`src/rtl/debounce_scheduler.sv`:
```
// debounce_scheduler: round-robin shared debouncer over NUM_BTN synced buttons (clk, reset, buttons -> debounced, scan_busy, scan_done, pressed, released; DEBOUNCE_EDGE_EN builds edge pulses)
module debounce_scheduler #(
  parameter int NUM_BTN  = 4,
  parameter int HIST_LEN = 8,
  parameter int TICK_DIV = 1000
) (
  input  logic               clk,
  input  logic               reset,
  input  logic [NUM_BTN-1:0] buttons,
  output logic [NUM_BTN-1:0] debounced,
  output logic               scan_busy,
  output logic               scan_done,
  output logic [NUM_BTN-1:0] pressed,
  output logic [NUM_BTN-1:0] released
);
  localparam int CW = NUM_BTN > 1 ? $clog2(NUM_BTN) : 1;
  localparam int PW = $clog2(TICK_DIV);
  localparam logic [PW-1:0] LAST_CNT = PW'(TICK_DIV - 1);
  localparam logic [CW-1:0] LAST_CH = CW'(NUM_BTN - 1);
  typedef enum logic [1:0] {IDLE, SCAN, DONE} state_t;
  state_t state, state_next;
  logic [PW-1:0] cnt;
  logic [CW-1:0] ch;
  logic [NUM_BTN-1:0] sync_meta, sync;
  logic [HIST_LEN-1:0] hist [NUM_BTN];
  logic [HIST_LEN-1:0] new_hist;
  logic tick, last, all_one, all_zero;
  assign tick = cnt == LAST_CNT;
  assign last = ch == LAST_CH;
  assign new_hist = {hist[ch][HIST_LEN-2:0], sync[ch]};
  assign all_one = &new_hist;
  assign all_zero = ~|new_hist;
  assign scan_busy = state != IDLE;
  assign scan_done = state == DONE;
  always_comb begin
    state_next = state;
    state_next = state == IDLE ? (tick ? SCAN : IDLE) : state == SCAN ? (last ? DONE : SCAN) : IDLE;
  end
  always_ff @(posedge clk) begin
    if (reset) begin
      state <= IDLE;
      cnt <= '0;
      ch <= '0;
      sync_meta <= '0;
      sync <= '0;
      debounced <= '0;
      for (int i = 0; i < NUM_BTN; i++) hist[i] <= '0;
    end else begin
      state <= state_next;
      cnt <= tick ? '0 : cnt + PW'(1);
      sync_meta <= buttons;
      sync <= sync_meta;
      if (state == SCAN) begin
        hist[ch] <= new_hist;
        if (all_one) debounced[ch] <= 1'b1;
        else if (all_zero) debounced[ch] <= 1'b0;
        ch <= last ? ch : ch + CW'(1);
      end else if (state == DONE) ch <= '0;
    end
  end
`ifdef DEBOUNCE_EDGE_EN
  always_ff @(posedge clk) begin
    if (reset) begin
      pressed <= '0;
      released <= '0;
    end else begin
      pressed <= '0;
      released <= '0;
      if (state == SCAN) begin
        pressed[ch] <= all_one & ~debounced[ch];
        released[ch] <= all_zero & debounced[ch];
      end
    end
  end
`else
  assign pressed = '0;
  assign released = '0;
`endif
endmodule

```
`config.mk`:
```
export PLATFORM = sky130hd
export DESIGN_NAME = debounce_scheduler
export DESIGN_NICKNAME = d
export VERILOG_FILES = /design/src/rtl/debounce_scheduler.sv
export SDC_FILE = /design/constraint.sdc
export NUM_CORES = 1
export LEC_CHECK = 0
export ABC_AREA = 1
export CORE_ASPECT_RATIO = 1.75
export CORE_MARGIN = 3
export CORE_UTILIZATION = 58
export CTS_BUF_LIST = sky130_fd_sc_hd__clkbuf_16
export DETAILED_ROUTE_END_ITERATION = 8
export PLACE_DENSITY = 0.8
export SYNTH_ARGS = -nofsm -noshare
export SYNTH_HDL_FRONTEND = slang
export SYNTH_SLANG_ARGS = --single-unit
```
`constraint.sdc`:
```
create_clock -name clk -period 2 [get_ports clk]
set_input_delay 0.4 -clock clk [delete_from_list [all_inputs] [get_ports clk]]
set_output_delay 0.4 -clock clk [all_outputs]
set_load 0.02 [all_outputs]
```
==> results of run 1 <==
worst max-delay path, stage by stage (launching register included):
cell             delay, ps
dfxtp_1                370
inv_1                   70
nor2_1                 120
clkdlybuf4s50_1        620
through the flow:
stage	hold WS, ps	instance area (um^2)	cells	setup WS [ps]
3_5_place_dp	392	2940	402	22.5
6_report	401	3080	410	144
5_1_grt	413	3080	410	9.71
4_1_cts	401	3080	410	131
2_1_floorplan	388	2810	345	349
3_3_place_gp	388	2940	402	40.8
kinds of logic (layout without fill, tap and decap cells):
kind of cell,Yosys count,count (layout),synth area share
AND/OR/NAND/NOR,204,204,0.343
buffers and inverters,62,76,0.108
flip-flops,56,56,0.504
AO/OA/AOI/OAI,9,9,0.0180
adder cells (fa/ha/maj),5,5,0.0225
other,1,8,0.00135
XOR/XNOR,1,1,0.00315
cell type report:
| class | count | area, um^2 | area share |
|---|---|---|---|
| flip-flops and latches | 56 | 1400 | 0.456 |
| clock buffers | 5 | 125 | 0.0407 |
| repair buffers | 21 | 185 | 0.0602 |
| clock inverters | 3 | 15.0 | 0.00488 |
| multi-input cells | 227 | 1110 | 0.360 |
| well taps | 51 | 63.8 | 0.0207 |
| inverters | 47 | 179 | 0.0582 |
layout by cell type, fill, tap and decap left out, types with 2 or more instances in the layout:
cell	Yosys	layout
a21oi_1	6	6
and3_1	2	2
buf_4	8	10
clkbuf_16	0	5
clkdlybuf4s50_1	0	11
conb_1	1	8
dfxtp_1	28	28
edfxtp_1	28	28
ha_1	5	5
inv_1	34	35
inv_2	12	12
nand2_1	88	88
nand2_2	11	11
nand2_4	4	4
nand3_1	19	19
nand3_2	7	7
nand4_1	4	4
nor2_1	52	52
nor2_2	7	7
nor3_1	2	2
nor3b_1	2	2
metal layers:
metal	routed length, um	share of wire	vias to the layer above
met1	1840	0.34	932
li1	-	-	1078
met2	3130	0.58	35
met4	232	0.043	0
met3	172	0.032	23
met5	0	0	-
final timing paths:
path	from	to	slack [ps]	cells past startpoint
worst max-delay path	state[1]	scan_done	140	3
worst min-delay path	sync_meta[2]	sync[2]	400	2
worst max register to register	state[0]	hist[1][3]	200	10
worst min register to register	sync_meta[2]	sync[2]	400	2
where the power goes:
group | internal [W] | switching, W
registers | 0.00123 | 0.0000121
clock network | 0.000456 | 0.000376
logic | 0.0000360 | 0.0000738
==> impl_metrics.json, run 1 <==
{
  "cap_violations": 0,
  "use_met2": 0.395,
  "vdd_drop_max_v": 0.000809,
  "startpoint_type": "flip-flop",
  "async_flop_share": 0,
  "critPathArrivalTime_ps": 1460,
  "fillerInstances": 379,
  "p_leak_nw": 1.36,
  "fin_util": 0.680,
  "ys.flop_type": "edfxtp_1",
  "grt.total_usage": 0.205,
  "cts_max_level": 2,
  "start_util": 0.614,
  "numCtsBuffers": 5,
  "power.total_w": 0.00219,
  "synth_edf_count": 28,
  "cts_root_buf": "clkbuf_16",
  "layout_min_cycle_time_ps": 1860,
  "yosysWarnings": 0,
  "drive_gt1_frac": 0.167,
  "cts_tree": "built",
  "die-area_mm2": 0.00569,
  "ios": 20,
  "use_met3": 0.0465,
  "routed_wl_um": 5370,
  "drc": 0,
  "synth.distinct_cells": 34,
  "clk_latency_ps": 290,
  "row_count": 32,
  "skew_ps": 4.93,
  "portBuffers": 11,
  "report.final.slew_viol_count": 0,
  "final_nets": 369,
  "synthTopCellsByCount": "88 x nand2_1, 52 x nor2_1, 34 x inv_1",
  "syn_area_per_cell_um2": 8.23,
  "gr-max-usage-layer": "met2",
  "coreArea_mm2": 0.00452,
  "post_cts.repair.setup_buffers": 0,
  "wl_per_cell_um": 13.1,
  "hpwl_um": 4100,
  "routed_via_density": 5.04,
  "drtIter0Drc": 42,
  "synth_top_area_share": 0.302,
  "hold_class": "reg2reg",
  "grt_setup_unrepaired": "no",
  "syn_area_mm2": 0.00278,
  "vias": 2068,
  "grt_pass1_wl_um": 8730,
  "yosysMostFrequentCell": "nand2_1",
  "clock_path_buffers": 2,
  "finalSetupTns_ps": 0,
  "cp-end-kind": "output pin",
  "fmax_ghz": 0.539,
  "synth-seq-cells": 56,
  "status": "finished clean",
  "antenna_cells": 0,
  "grt_antenna_before_repair": 0,
  "powerDensity_mw_per_mm2": 711,
  "clkSinkCount": 56,
  "die_x_um": 58.3,
  "grt_max_degree": 17,
  "die_h_um": 97.6,
  "ctsResizeCount": 0,
  "worstPathRequired_ps": 1600,
  "worstSetupPathType": "reg2out",
  "grt-ovfl-total": 0,
  "firstDrtPassIters": 4,
  "synth_area_leaders": "edfxtp_1 30%, dfxtp_1 20%, nand2_1 12%",
  "hold_buffers": 0,
  "synth_top_cell_by_area": "edfxtp_1",
  "path_max_fanout": 2,
  "routabilityCongestion": 0.865,
  "grt_pass1_vias": 2042,
  "ys_seq_area_frac": 0.504,
  "synthCells": 338,
  "cts.reportedPaths.clkPinSlew_ps": 70,
  "use_met1": 0.179,
  "ant_nets": 0,
  "fin_crit_sh": 0.928,
  "setup_viol": 0,
  "hold_viol": 0,
  "syn2layout_area_growth_pct": 10.6
}
(Power assumes the default switching activity.)
==> inputs of run 2 (changes only) <==
Settings changed: CORE_UTILIZATION 58 to 50, PLACE_DENSITY 0.8 to 0.71.
==> run 2 against run 1 <==
  * Worst hold slack better by 1.3 ps
  * Clock power down 3.0%
  * Maximum frequency down 0.21%
  * Register-to-register slack better by 20 ps
  * Critical path depth unchanged
  * Cell count up 6.3%
  * Largest cell class unchanged
  * Highest routed layer unchanged
==> impl_metrics.json, run 2 (synthesis gave the netlist of run 1 again) <==
{
  "status": "finished clean",
  "drive_gt1_frac": 0.171,
  "coreArea_mm2": 0.00534,
  "fmax_ghz": 0.538,
  "die-area_mm2": 0.00653,
  "powerDensity_mw_per_mm2": 693,
  "vias": 2030,
  "path_max_fanout": 2,
  "drtIter0Drc": 72,
  "fin_crit_sh": 0.930,
  "grt_setup_unrepaired": "no",
  "grt.total_usage": 0.177,
  "clkSinkCount": 56,
  "layout_commonest_cell": "nand2_1",
  "skew_ps": 3.21,
  "grt_pass1_vias": 2103,
  "die_h_um": 105,
  "place_worst_setup_slack_ps": 23.9,
  "p_leak_nw": 1.38,
  "setup_viol": 0,
  "drc": 0,
  "clk_latency_ps": 280,
  "layout.area.seq_mm2": 0.00140,
  "antenna_cells": 0,
  "grt-ovfl-total": 0,
  "ios": 20,
  "start_util": 0.520,
  "cts_tree": "built",
  "report.final.slew_viol_count": 0,
  "post_dp_cell_area_mm2": 0.00299,
  "row_count": 35,
  "hpwl_um": 4150,
  "post_cts.repair.setup_buffers": 0,
  "portBuffers": 11,
  "cp-startpoint": "state[1]",
  "hold_class": "reg2reg",
  "die_x_um": 62.4,
  "power.total_w": 0.00216,
  "worstPathRequired_ps": 1600,
  "clock_path_buffers": 2,
  "cp-end-kind": "output pin",
  "critPathArrivalTime_ps": 1460,
  "post-route-cell-area_mm2": 0.00312,
  "cts_root_buf": "clkbuf_16",
  "ctsResizeCount": 0,
  "worstSetupPathType": "reg2out",
  "worstHoldStart": "sync_meta[3]",
  "numCtsBuffers": 5,
  "firstDrtPassIters": 4,
  "layout_common_cells": "88 x nand2_1, 52 x nor2_1, 36 x inv_1, 28 x dfxtp_1, 28 x edfxtp_1",
  "setup_ws_ps": 140,
  "vdd_drop_max_v": 0.000732,
  "multi_input_area_mm2": 0.00111,
  "routed_via_density": 4.66,
  "routed_wl_um": 5220,
  "startpoint_type": "flip-flop",
  "final_nets": 372,
  "layout_min_cycle_time_ps": 1860,
  "syn2layout_area_growth_pct": 12.3,
  "fillerInstances": 503,
  "cts.reportedPaths.clkPinSlew_ps": 70,
  "ant_nets": 0,
  "finalSetupTns_ps": 0,
  "grt_pass1_wl_um": 9160,
  "grt_max_degree": 16,
  "wl_per_cell_um": 12.0,
  "cap_violations": 0,
  "cts_max_level": 2,
  "routabilityCongestion": 0.866,
  "grt_antenna_before_repair": 0,
  "hold_buffers": 0,
  "hold_viol": 0
}
==> run 2: cell count changes in the layout (fill, tap and decap cells not counted) <==
cell,previous run,this run
clkinvlp_4,1,0
buf_4,10,13
inv_1,35,36
==> run 2: cell type report <==
| type | instances | area share |
|---|---|---|
| Clock buffer | 5 | 0.0401 |
| Tap cell | 74 | 0.0296 |
| Sequential cell | 56 | 0.449 |
| Inverter | 47 | 0.0573 |
| Clock inverter | 3 | 0.00361 |
| Timing Repair Buffer | 24 | 0.0665 |
| Multi-Input combinational cell | 227 | 0.354 |
==> run 2: final timing paths <==
| check | end | slack (ps) | cells after the start |
|---|---|---|---|
| worst max-delay path | scan_done | 140 | 3 |
| worst min-delay path | sync[3] | 400 | 2 |
| worst max register to register | flip-flop | 220 | 13 |
| worst min register to register | sync[3] | 400 | 2 |
==> run 2: where the power goes <==
part / total, W / internal (W) / switching (W)
Clock: 0.000807 / 0.000451 / 0.000356
Sequential: 0.00124 / 0.00123 / 0.0000122
Combinational: 0.000112 / 0.0000384 / 0.0000734
Total: 0.00216 / 0.00172 / 0.000441
==> run 2: critical path: stages, from the launching register on <==
cell and delay (ps):
dfxtp_1 380, inv_1 70, nor2_1 110, clkdlybuf4s50_1 620
==> run 2: per-stage QoR <==
stage,utilization,hold slack (ps),cells
2_1_floorplan,-,388,345
4_1_cts,0.585,405,436
6_report,0.585,402,436
5_1_grt,0.585,411,436
3_3_place_gp,0.559,390,428
3_5_place_dp,0.559,396,428
==> run 2: metal layers <==
layer,GRT usage,share of wire
met5,0,0
met4,0.0885,0.025
met3,0.0247,0.015
met2,0.350,0.60
met1,0.173,0.36
==> inputs of run 3 (changes only) <==
Settings changed: HOLD_SLACK_MARGIN from default to 0.05.
==> results of run 3 <==
Final layout, timing and power as in run 2 (identical DEF).
